File: src/rtl/rc4_crack_core_if.sv
// rc4_crack_core_if: control, status and memory-port bundle of the RC4 cracking core.
// master = the core; slave = the host plus the S RAM, message ROM and decrypted RAM.
interface rc4_crack_core_if #(
  parameter int unsigned KEY_BYTES = 3,
  parameter int unsigned MSG_AW    = 5
);
  logic                   start;
  logic [KEY_BYTES*8-1:0] key_lo;
  logic [KEY_BYTES*8-1:0] key_hi;
  logic [7:0]             q_s;
  logic [7:0]             q_m;
  logic [7:0]             address_s;
  logic [7:0]             data_s;
  logic                   wren_s;
  logic [MSG_AW-1:0]      address_m;
  logic [MSG_AW-1:0]      address_d;
  logic [7:0]             data_d;
  logic                   wren_d;
  logic                   busy;
  logic                   cracked;
  logic                   failed;
  logic [KEY_BYTES*8-1:0] cur_key;

  modport master (
    input  start, key_lo, key_hi, q_s, q_m,
    output address_s, data_s, wren_s, address_m, address_d, data_d, wren_d,
    output busy, cracked, failed, cur_key
  );

  modport slave (
    output start, key_lo, key_hi, q_s, q_m,
    input  address_s, data_s, wren_s, address_m, address_d, data_d, wren_d,
    input  busy, cracked, failed, cur_key
  );
endinterface

File: src/rtl/rc4_crack_core.sv
// rc4_crack_core: RC4 brute-force key search over [key_lo, key_hi] inclusive.
// Per key: S[i]=i, KSA, then decrypt MSG_LEN bytes; a key wins when every plaintext
// byte is a-z or space. All memories are synchronous-read (data one cycle after address).
// Build option RC4_EARLY_ABORT_EN: drop a key on its first invalid plaintext byte instead
// of decrypting the whole message; the search result is the same either way.
module rc4_crack_core #(
  parameter int unsigned KEY_BYTES = 3,
  parameter int unsigned MSG_LEN   = 32,
  parameter int unsigned MSG_AW    = 5
) (
  input logic              clk,
  input logic              rst,
  rc4_crack_core_if.master bus_io
);
  localparam int unsigned       KW       = KEY_BYTES * 8;
  localparam int unsigned       KIW      = (KEY_BYTES > 1) ? $clog2(KEY_BYTES) : 1;
  localparam logic [MSG_AW-1:0] LastK    = MSG_AW'(MSG_LEN - 1);
  localparam logic [KIW-1:0]    LastKidx = KIW'(KEY_BYTES - 1);
`ifdef RC4_EARLY_ABORT_EN
  localparam bit EarlyAbort = 1'b1;
`else
  localparam bit EarlyAbort = 1'b0;
`endif

  typedef enum logic [3:0] {
    StIdle, StInit,
    StKsaRdI, StKsaRdJ, StKsaWrI, StKsaWrJ,
    StPrgaRdI, StPrgaRdJ, StPrgaWrI, StPrgaWrJ, StPrgaRdF, StPrgaWrD,
    StNextKey, StDone
  } state_e;

  state_e            state_q, state_d;
  logic [7:0]        i_q, i_d, j_q, j_d, si_q, si_d, sj_q, sj_d;
  logic [MSG_AW-1:0] k_q, k_d;
  logic [KIW-1:0]    kidx_q, kidx_d;
  logic              bad_q, bad_d, busy_q, busy_d, cracked_q, cracked_d, failed_q, failed_d;
  logic [KW-1:0]     cur_key_q, cur_key_d, key_hi_q, key_hi_d;

  logic [7:0]        kbyte, j_ksa, j_prga, pt_byte;
  logic              byte_ok, range_bad;
  logic [7:0]        addr_s, wdata_s, wdata_d;
  logic              we_s, we_d;
  logic [MSG_AW-1:0] addr_m, addr_d;

  // Key byte for the current KSA step; byte 0 is the most significant.
  always_comb begin
    kbyte = 8'h00;
    for (int unsigned b = 0; b < KEY_BYTES; b++) begin
      if (kidx_q == KIW'(b)) kbyte = cur_key_q[8*(KEY_BYTES-1-b) +: 8];
    end
  end

  // q_s holds S[i] in the RdJ states, so the new j is formed straight from read data.
  assign j_ksa     = j_q + bus_io.q_s + kbyte;
  assign j_prga    = j_q + bus_io.q_s;
  assign pt_byte   = bus_io.q_s ^ bus_io.q_m;
  assign byte_ok   = (pt_byte == 8'h20) || ((pt_byte >= 8'h61) && (pt_byte <= 8'h7a));
  assign range_bad = bus_io.key_lo > bus_io.key_hi;

  // State register.
  always_ff @(posedge clk) begin
    if (rst) state_q <= StIdle;
    else     state_q <= state_d;
  end

  // Next-state logic.
  always_comb begin
    state_d = state_q;
    unique case (state_q)
      StIdle, StDone: if (bus_io.start) state_d = range_bad ? StDone : StInit;
      StInit:         if (i_q == 8'hff) state_d = StKsaRdI;
      StKsaRdI:       state_d = StKsaRdJ;
      StKsaRdJ:       state_d = StKsaWrI;
      StKsaWrI:       state_d = StKsaWrJ;
      StKsaWrJ:       state_d = (i_q == 8'hff) ? StPrgaRdI : StKsaRdI;
      StPrgaRdI:      state_d = StPrgaRdJ;
      StPrgaRdJ:      state_d = StPrgaWrI;
      StPrgaWrI:      state_d = StPrgaWrJ;
      StPrgaWrJ:      state_d = StPrgaRdF;
      StPrgaRdF:      state_d = StPrgaWrD;
      StPrgaWrD: begin
        if ((k_q == LastK) || (EarlyAbort && !byte_ok)) state_d = StNextKey;
        else                                             state_d = StPrgaRdI;
      end
      StNextKey: state_d = (!bad_q || (cur_key_q == key_hi_q)) ? StDone : StInit;
      default:   state_d = StIdle;
    endcase
  end

  // Memory-port outputs; everything idles at 0 outside its access cycle.
  always_comb begin
    addr_s  = 8'h00;
    wdata_s = 8'h00;
    we_s    = 1'b0;
    addr_m  = '0;
    addr_d  = '0;
    wdata_d = 8'h00;
    we_d    = 1'b0;
    unique case (state_q)
      StInit:    begin addr_s = i_q; wdata_s = i_q; we_s = 1'b1; end
      StKsaRdI:  addr_s = i_q;
      StKsaRdJ:  addr_s = j_ksa;
      StKsaWrI:  begin addr_s = i_q; wdata_s = bus_io.q_s; we_s = 1'b1; end
      StKsaWrJ:  begin addr_s = j_q; wdata_s = si_q; we_s = 1'b1; end
      StPrgaRdI: addr_s = i_q + 8'd1;
      StPrgaRdJ: addr_s = j_prga;
      StPrgaWrI: begin addr_s = i_q; wdata_s = bus_io.q_s; we_s = 1'b1; end
      StPrgaWrJ: begin addr_s = j_q; wdata_s = si_q; we_s = 1'b1; end
      // After the swap S[i]+S[j] equals old S[j] + old S[i].
      StPrgaRdF: begin addr_s = si_q + sj_q; addr_m = k_q; end
      StPrgaWrD: begin addr_d = k_q; wdata_d = pt_byte; we_d = 1'b1; end
      default: ;
    endcase
  end

  // Datapath next-state: loop counters, swap operands, verdict flags and the key.
  always_comb begin
    i_d       = i_q;
    j_d       = j_q;
    si_d      = si_q;
    sj_d      = sj_q;
    k_d       = k_q;
    kidx_d    = kidx_q;
    bad_d     = bad_q;
    busy_d    = busy_q;
    cracked_d = cracked_q;
    failed_d  = failed_q;
    cur_key_d = cur_key_q;
    key_hi_d  = key_hi_q;
    unique case (state_q)
      StIdle, StDone: begin
        if (bus_io.start) begin
          cur_key_d = bus_io.key_lo;
          key_hi_d  = bus_io.key_hi;
          cracked_d = 1'b0;
          failed_d  = range_bad;
          busy_d    = !range_bad;
          i_d       = 8'h00;
        end
      end
      StInit: begin
        i_d = i_q + 8'd1;
        if (i_q == 8'hff) begin
          j_d    = 8'h00;
          kidx_d = '0;
        end
      end
      StKsaRdJ: begin
        si_d = bus_io.q_s;
        j_d  = j_ksa;
      end
      StKsaWrJ: begin
        i_d    = i_q + 8'd1;
        kidx_d = (kidx_q == LastKidx) ? '0 : kidx_q + KIW'(1);
        if (i_q == 8'hff) begin
          j_d   = 8'h00;
          k_d   = '0;
          bad_d = 1'b0;
        end
      end
      StPrgaRdI: i_d = i_q + 8'd1;
      StPrgaRdJ: begin
        si_d = bus_io.q_s;
        j_d  = j_prga;
      end
      StPrgaWrI: sj_d = bus_io.q_s;
      StPrgaWrD: begin
        k_d = k_q + MSG_AW'(1);
        if (!byte_ok) bad_d = 1'b1;
      end
      StNextKey: begin
        if (!bad_q) begin
          cracked_d = 1'b1;
          busy_d    = 1'b0;
        end else if (cur_key_q == key_hi_q) begin
          failed_d = 1'b1;
          busy_d   = 1'b0;
        end else begin
          cur_key_d = cur_key_q + KW'(1);
          i_d       = 8'h00;
        end
      end
      default: ;
    endcase
  end

  // Datapath registers.
  always_ff @(posedge clk) begin
    if (rst) begin
      i_q       <= 8'h00;
      j_q       <= 8'h00;
      si_q      <= 8'h00;
      sj_q      <= 8'h00;
      k_q       <= '0;
      kidx_q    <= '0;
      bad_q     <= 1'b0;
      busy_q    <= 1'b0;
      cracked_q <= 1'b0;
      failed_q  <= 1'b0;
      cur_key_q <= '0;
      key_hi_q  <= '0;
    end else begin
      i_q       <= i_d;
      j_q       <= j_d;
      si_q      <= si_d;
      sj_q      <= sj_d;
      k_q       <= k_d;
      kidx_q    <= kidx_d;
      bad_q     <= bad_d;
      busy_q    <= busy_d;
      cracked_q <= cracked_d;
      failed_q  <= failed_d;
      cur_key_q <= cur_key_d;
      key_hi_q  <= key_hi_d;
    end
  end

  assign bus_io.address_s = addr_s;
  assign bus_io.data_s    = wdata_s;
  assign bus_io.wren_s    = we_s;
  assign bus_io.address_m = addr_m;
  assign bus_io.address_d = addr_d;
  assign bus_io.data_d    = wdata_d;
  assign bus_io.wren_d    = we_d;
  assign bus_io.busy      = busy_q;
  assign bus_io.cracked   = cracked_q;
  assign bus_io.failed    = failed_q;
  assign bus_io.cur_key   = cur_key_q;
endmodule

File: src/flat_wrapper.sv
// flat-port wrapper written by rule: the top's interface ports become plain ports
module rc4_crack_core_flat 
#(
  parameter int unsigned KEY_BYTES = 3,
  parameter int unsigned MSG_LEN   = 32,
  parameter int unsigned MSG_AW    = 5
)
  (clk, rst, bus_io_start, bus_io_key_lo, bus_io_key_hi, bus_io_q_s, bus_io_q_m, bus_io_address_s, bus_io_data_s, bus_io_wren_s, bus_io_address_m, bus_io_address_d, bus_io_data_d, bus_io_wren_d, bus_io_busy, bus_io_cracked, bus_io_failed, bus_io_cur_key);
  rc4_crack_core_if #(.KEY_BYTES(KEY_BYTES), .MSG_AW(MSG_AW)) bus_io_i ();
  input logic clk;
  input logic rst;
  input wire logic [$bits(bus_io_i.start)-1:0] bus_io_start;
  input wire logic [$bits(bus_io_i.key_lo)-1:0] bus_io_key_lo;
  input wire logic [$bits(bus_io_i.key_hi)-1:0] bus_io_key_hi;
  input wire logic [$bits(bus_io_i.q_s)-1:0] bus_io_q_s;
  input wire logic [$bits(bus_io_i.q_m)-1:0] bus_io_q_m;
  output wire logic [$bits(bus_io_i.address_s)-1:0] bus_io_address_s;
  output wire logic [$bits(bus_io_i.data_s)-1:0] bus_io_data_s;
  output wire logic [$bits(bus_io_i.wren_s)-1:0] bus_io_wren_s;
  output wire logic [$bits(bus_io_i.address_m)-1:0] bus_io_address_m;
  output wire logic [$bits(bus_io_i.address_d)-1:0] bus_io_address_d;
  output wire logic [$bits(bus_io_i.data_d)-1:0] bus_io_data_d;
  output wire logic [$bits(bus_io_i.wren_d)-1:0] bus_io_wren_d;
  output wire logic [$bits(bus_io_i.busy)-1:0] bus_io_busy;
  output wire logic [$bits(bus_io_i.cracked)-1:0] bus_io_cracked;
  output wire logic [$bits(bus_io_i.failed)-1:0] bus_io_failed;
  output wire logic [$bits(bus_io_i.cur_key)-1:0] bus_io_cur_key;
  assign bus_io_i.start = bus_io_start;
  assign bus_io_i.key_lo = bus_io_key_lo;
  assign bus_io_i.key_hi = bus_io_key_hi;
  assign bus_io_i.q_s = bus_io_q_s;
  assign bus_io_i.q_m = bus_io_q_m;
  assign bus_io_address_s = bus_io_i.address_s;
  assign bus_io_data_s = bus_io_i.data_s;
  assign bus_io_wren_s = bus_io_i.wren_s;
  assign bus_io_address_m = bus_io_i.address_m;
  assign bus_io_address_d = bus_io_i.address_d;
  assign bus_io_data_d = bus_io_i.data_d;
  assign bus_io_wren_d = bus_io_i.wren_d;
  assign bus_io_busy = bus_io_i.busy;
  assign bus_io_cracked = bus_io_i.cracked;
  assign bus_io_failed = bus_io_i.failed;
  assign bus_io_cur_key = bus_io_i.cur_key;
  rc4_crack_core #(.KEY_BYTES(KEY_BYTES), .MSG_LEN(MSG_LEN), .MSG_AW(MSG_AW)) u_core (.clk(clk), .rst(rst), .bus_io(bus_io_i));
endmodule
File: config.mk
export PLATFORM = sky130hd
export DESIGN_NAME = rc4_crack_core_flat
export DESIGN_NICKNAME = d
export VERILOG_FILES = /design/src/rtl/rc4_crack_core_if.sv /design/src/rtl/rc4_crack_core.sv /design/src/flat_wrapper.sv
export SDC_FILE = /design/constraint.sdc
export NUM_CORES = 1
export LEC_CHECK = 0
export ABC_AREA = 1
export BUFFER_PORTS_ARGS = -buffer_cell sky130_fd_sc_hd__buf_2
export CAP_MARGIN = 20
export CORE_ASPECT_RATIO = 0.7
export CORE_UTILIZATION = 55
export DETAILED_ROUTE_END_ITERATION = 6
export PLACE_DENSITY_LB_ADDON = 0.15
export SLEW_MARGIN = 20
export SYNTH_ARGS = -nofsm -noshare
export SYNTH_HDL_FRONTEND = slang
export SYNTH_SLANG_ARGS = --single-unit
File: constraint.sdc
create_clock -name clk -period 5.4 [get_ports clk]
set_input_delay 1.08 -clock clk [delete_from_list [all_inputs] [get_ports clk]]
set_output_delay 1.08 -clock clk [all_outputs]
set_load 0.02 [all_outputs]
==> flow_summary.json <==
{
  "status": "completed",
  "syn_nets": 1313,
  "drt_iter0_drc": 874,
  "synth_area_sq_um": 7470,
  "fmax_mhz": 206,
  "ys_async_sr_fraction_pct": 0,
  "fillers": 1289,
  "critPathMaxFanout": 5,
  "cts_buffers": 9,
  "synth.area.top_cells": "dfxtp_1 (25%), nand2_1 (17%), ha_1 (8.2%)",
  "path_clk_slew_ns": 0.07,
  "dp_hpwl_mm": 18.4,
  "post-route-period-util_pct": 89.8,
  "cts_root_buffer": "clkbuf_16",
  "ys.flop_type": "dfxtp_1",
  "clock_skew_ns": 0.00795,
  "gr-total-overflow": 0,
  "finalPower_mw": 4.02,
  "synth_common_cells": "nand2_1 (329), inv_1 (152), nor2_1 (121), a21oi_1 (107), dfxtp_1 (95)",
  "fin_util_pct": 64.4,
  "grtUsageTotal_pct": 34.4,
  "ir_drop_mv": 0.216,
  "fin_nets": 1424,
  "cts_tree": "yes",
  "pwr_density_cell_nw_per_um2": 474,
  "slew_headroom_pct": 32.4,
  "viasPerCell": 5.49,
  "required_ns": 4.32,
  "crit_arrival_ns": 3.77,
  "core_area_sq_um": 13200,
  "yosysSeqAreaShare_pct": 25.5,
  "grt_pass1_wl_mm": 37.3,
  "layout.area.seq_sq_um": 1900,
  "h-tree-depth": 3,
  "clock-sinks": 95,
  "cp-start-kind": "input pin",
  "max_cap_violations": 0,
  "synth_most_common_cell": "nand2_1",
  "worstMarginPinSlew_ns": 1.01,
  "antenna_found_initial": 0,
  "yosysUniqueCellTypes": 50,
  "min_path_type": "flip-flop to flip-flop",
  "io_buffers": 129,
  "synth_cells": 1194,
  "dieArea_sq_um": 14100,
  "drtAntennaViolNets": 0,
  "die_y_um": 99.5,
  "grt_pass1_vias": 6897,
  "start_util_pct": 56.6,
  "grt_max_degree": 55,
  "criticalPathCategory": "input pin to output port",
  "diodes": 0,
  "firstDrtPassIters": 5,
  "routed_wl_mm": 23.7,
  "synth-warning-count": 0,
  "cts_buffer_depth": 2,
  "avgRoutedWirePerCell_um": 15.9,
  "cts_resized": 0,
  "syn_avg_cell_area_sq_um": 6.25,
  "clk_latency_ns": 0.35,
  "drive_gt1_share_pct": 16.9,
  "setup_viol": 0,
  "place.gp.congestion": 0.976,
  "synth_seq_cells": 95,
  "syn2layout_area_growth_pct": 13.7,
  "setup_tns_ns": 0,
  "cts_setup_buffers": 0,
  "yosysTopAreaCellShare_pct": 25.5,
  "vias": 8201,
  "rsz0062_at_grt": "no",
  "final-hold-violation-count": 0,
  "synth-edff-count": 0,
  "drc": 0,
  "crit_path_end_kind": "output port",
  "num_rows": 35,
  "synth_area_leader_cell": "dfxtp_1",
  "die_w_um": 141,
  "ios": 130,
  "multi_input_area_sq_um": 4760,
  "period_needed_ns": 4.85,
  "p_leak_nw": 4.20,
  "cts.hold.buffers_added": 0,
  "drv_slew": 0
}
==> final cells by class <==
class / instances / share of cell area (%)
Multi-Input combinational cell: 896 / 56.1
Sequential cell: 95 / 22.4
Inverter: 173 / 7.74
Timing Repair Buffer: 130 / 7.69
Clock buffer: 11 / 2.86
Tap cell: 185 / 2.73
Clock inverter: 5 / 0.472
==> layer usage <==
metal | wire, um | vias up | share of wire [%] | global-route usage (%)
li1 | - | 4080 | - | -
met1 | 12200 | 3673 | 51 | 57.5
met2 | 8580 | 437 | 36 | 43.8
met3 | 2830 | 11 | 12 | 6.93
met4 | 111 | 0 | 0.47 | 4.77
met5 | 0 | - | 0 | 0
==> where the power goes <==
part	switching (mW)	leakage [nW]	total, mW	internal [mW]
Clock	0.303	0.140	0.633	0.330
Sequential	0.267	0.777	1.17	0.902
Combinational	1.52	3.28	2.22	0.701
Total	2.09	4.20	4.02	1.93
==> metrics by stage <==
step                      cells  hold slack, ns  area [sq um]  setup slack, ns
after CTS                  1495           0.485          8490            0.603
final                      1495           0.482          8490            0.551
after global routing       1495           0.503          8490            0.332
after floorplan            1194           0.454          7470             1.11
after detailed placement   1479           0.473          8210            0.616
after global placement     1479           0.474          8210            0.631
==> final timing paths <==
check,start,end,slack (ns),cells past startpoint
setup / recovery,bus_io_q_s[0],bus_io_address_s[7],0.55,19
hold / removal,u_core.i_q[6],u_core.i_q[6],0.48,2
setup reg to reg,u_core.j_q[0],u_core.j_q[7],2.61,17
hold reg to reg,u_core.i_q[6],u_core.i_q[6],0.48,2
==> layout by cell type (no fill, tap or decap), types with 6 or more instances in the layout <==
master     instances
nand2_1          329
inv_1            151
buf_2            129
nor2_1           120
a21oi_1          107
dfxtp_1           95
o21ai_0           64
nand3_1           54
ha_1              49
xor2_1            19
inv_2             18
nor3_1            17
nand2_2           15
or2_2             14
xnor2_1           13
o211ai_1          11
nand4_1           11
a21oi_2           11
nor2_2             9
clkbuf_16          9
o21ai_1            6
==> sequential cells by signal (all words and copies together), names as in the netlist, 2 cells and up <==
register               count
u_core.k_q                 5
u_core.i_q                 8
u_core.j_q                 8
u_core.state_q             4
u_core.sj_q                8
u_core.kidx_q              2
u_core.bus_io.cur_key     24
u_core.key_hi_q           24
u_core.si_q                8
==> critical path, cell delays in order <==
cell     delay [ns]
buf_2          0.16
ha_1           0.24
fa_1           0.42
nand3_1        0.09
nand2_1        0.08
nand2_1        0.09
nand2_1        0.05
nand2_1        0.05
nand2_1        0.06
xor2_1         0.16
ha_1           0.34
a21oi_1        0.16
o21ai_0        0.11
a21oi_1        0.19
inv_1          0.06
nand2_1        0.08
nand3_1        0.08
nand2_1        0.11
buf_2          0.16
==> cell families (layout without fill, tap and decap cells) <==
logic type	after synthesis	count (layout)	synth area share (%)
muxes	3	3	0.402
and+or+nand+nor	576	576	32.4
adders and majority gates	52	52	9.02
buffers and inverters	203	319	10.8
DFF	95	95	25.5
AOI/OAI and AO/OA	233	233	18.1
xor gates and xnor gates	32	32	3.75
Note: power is estimated with default switching activity, not from simulation.
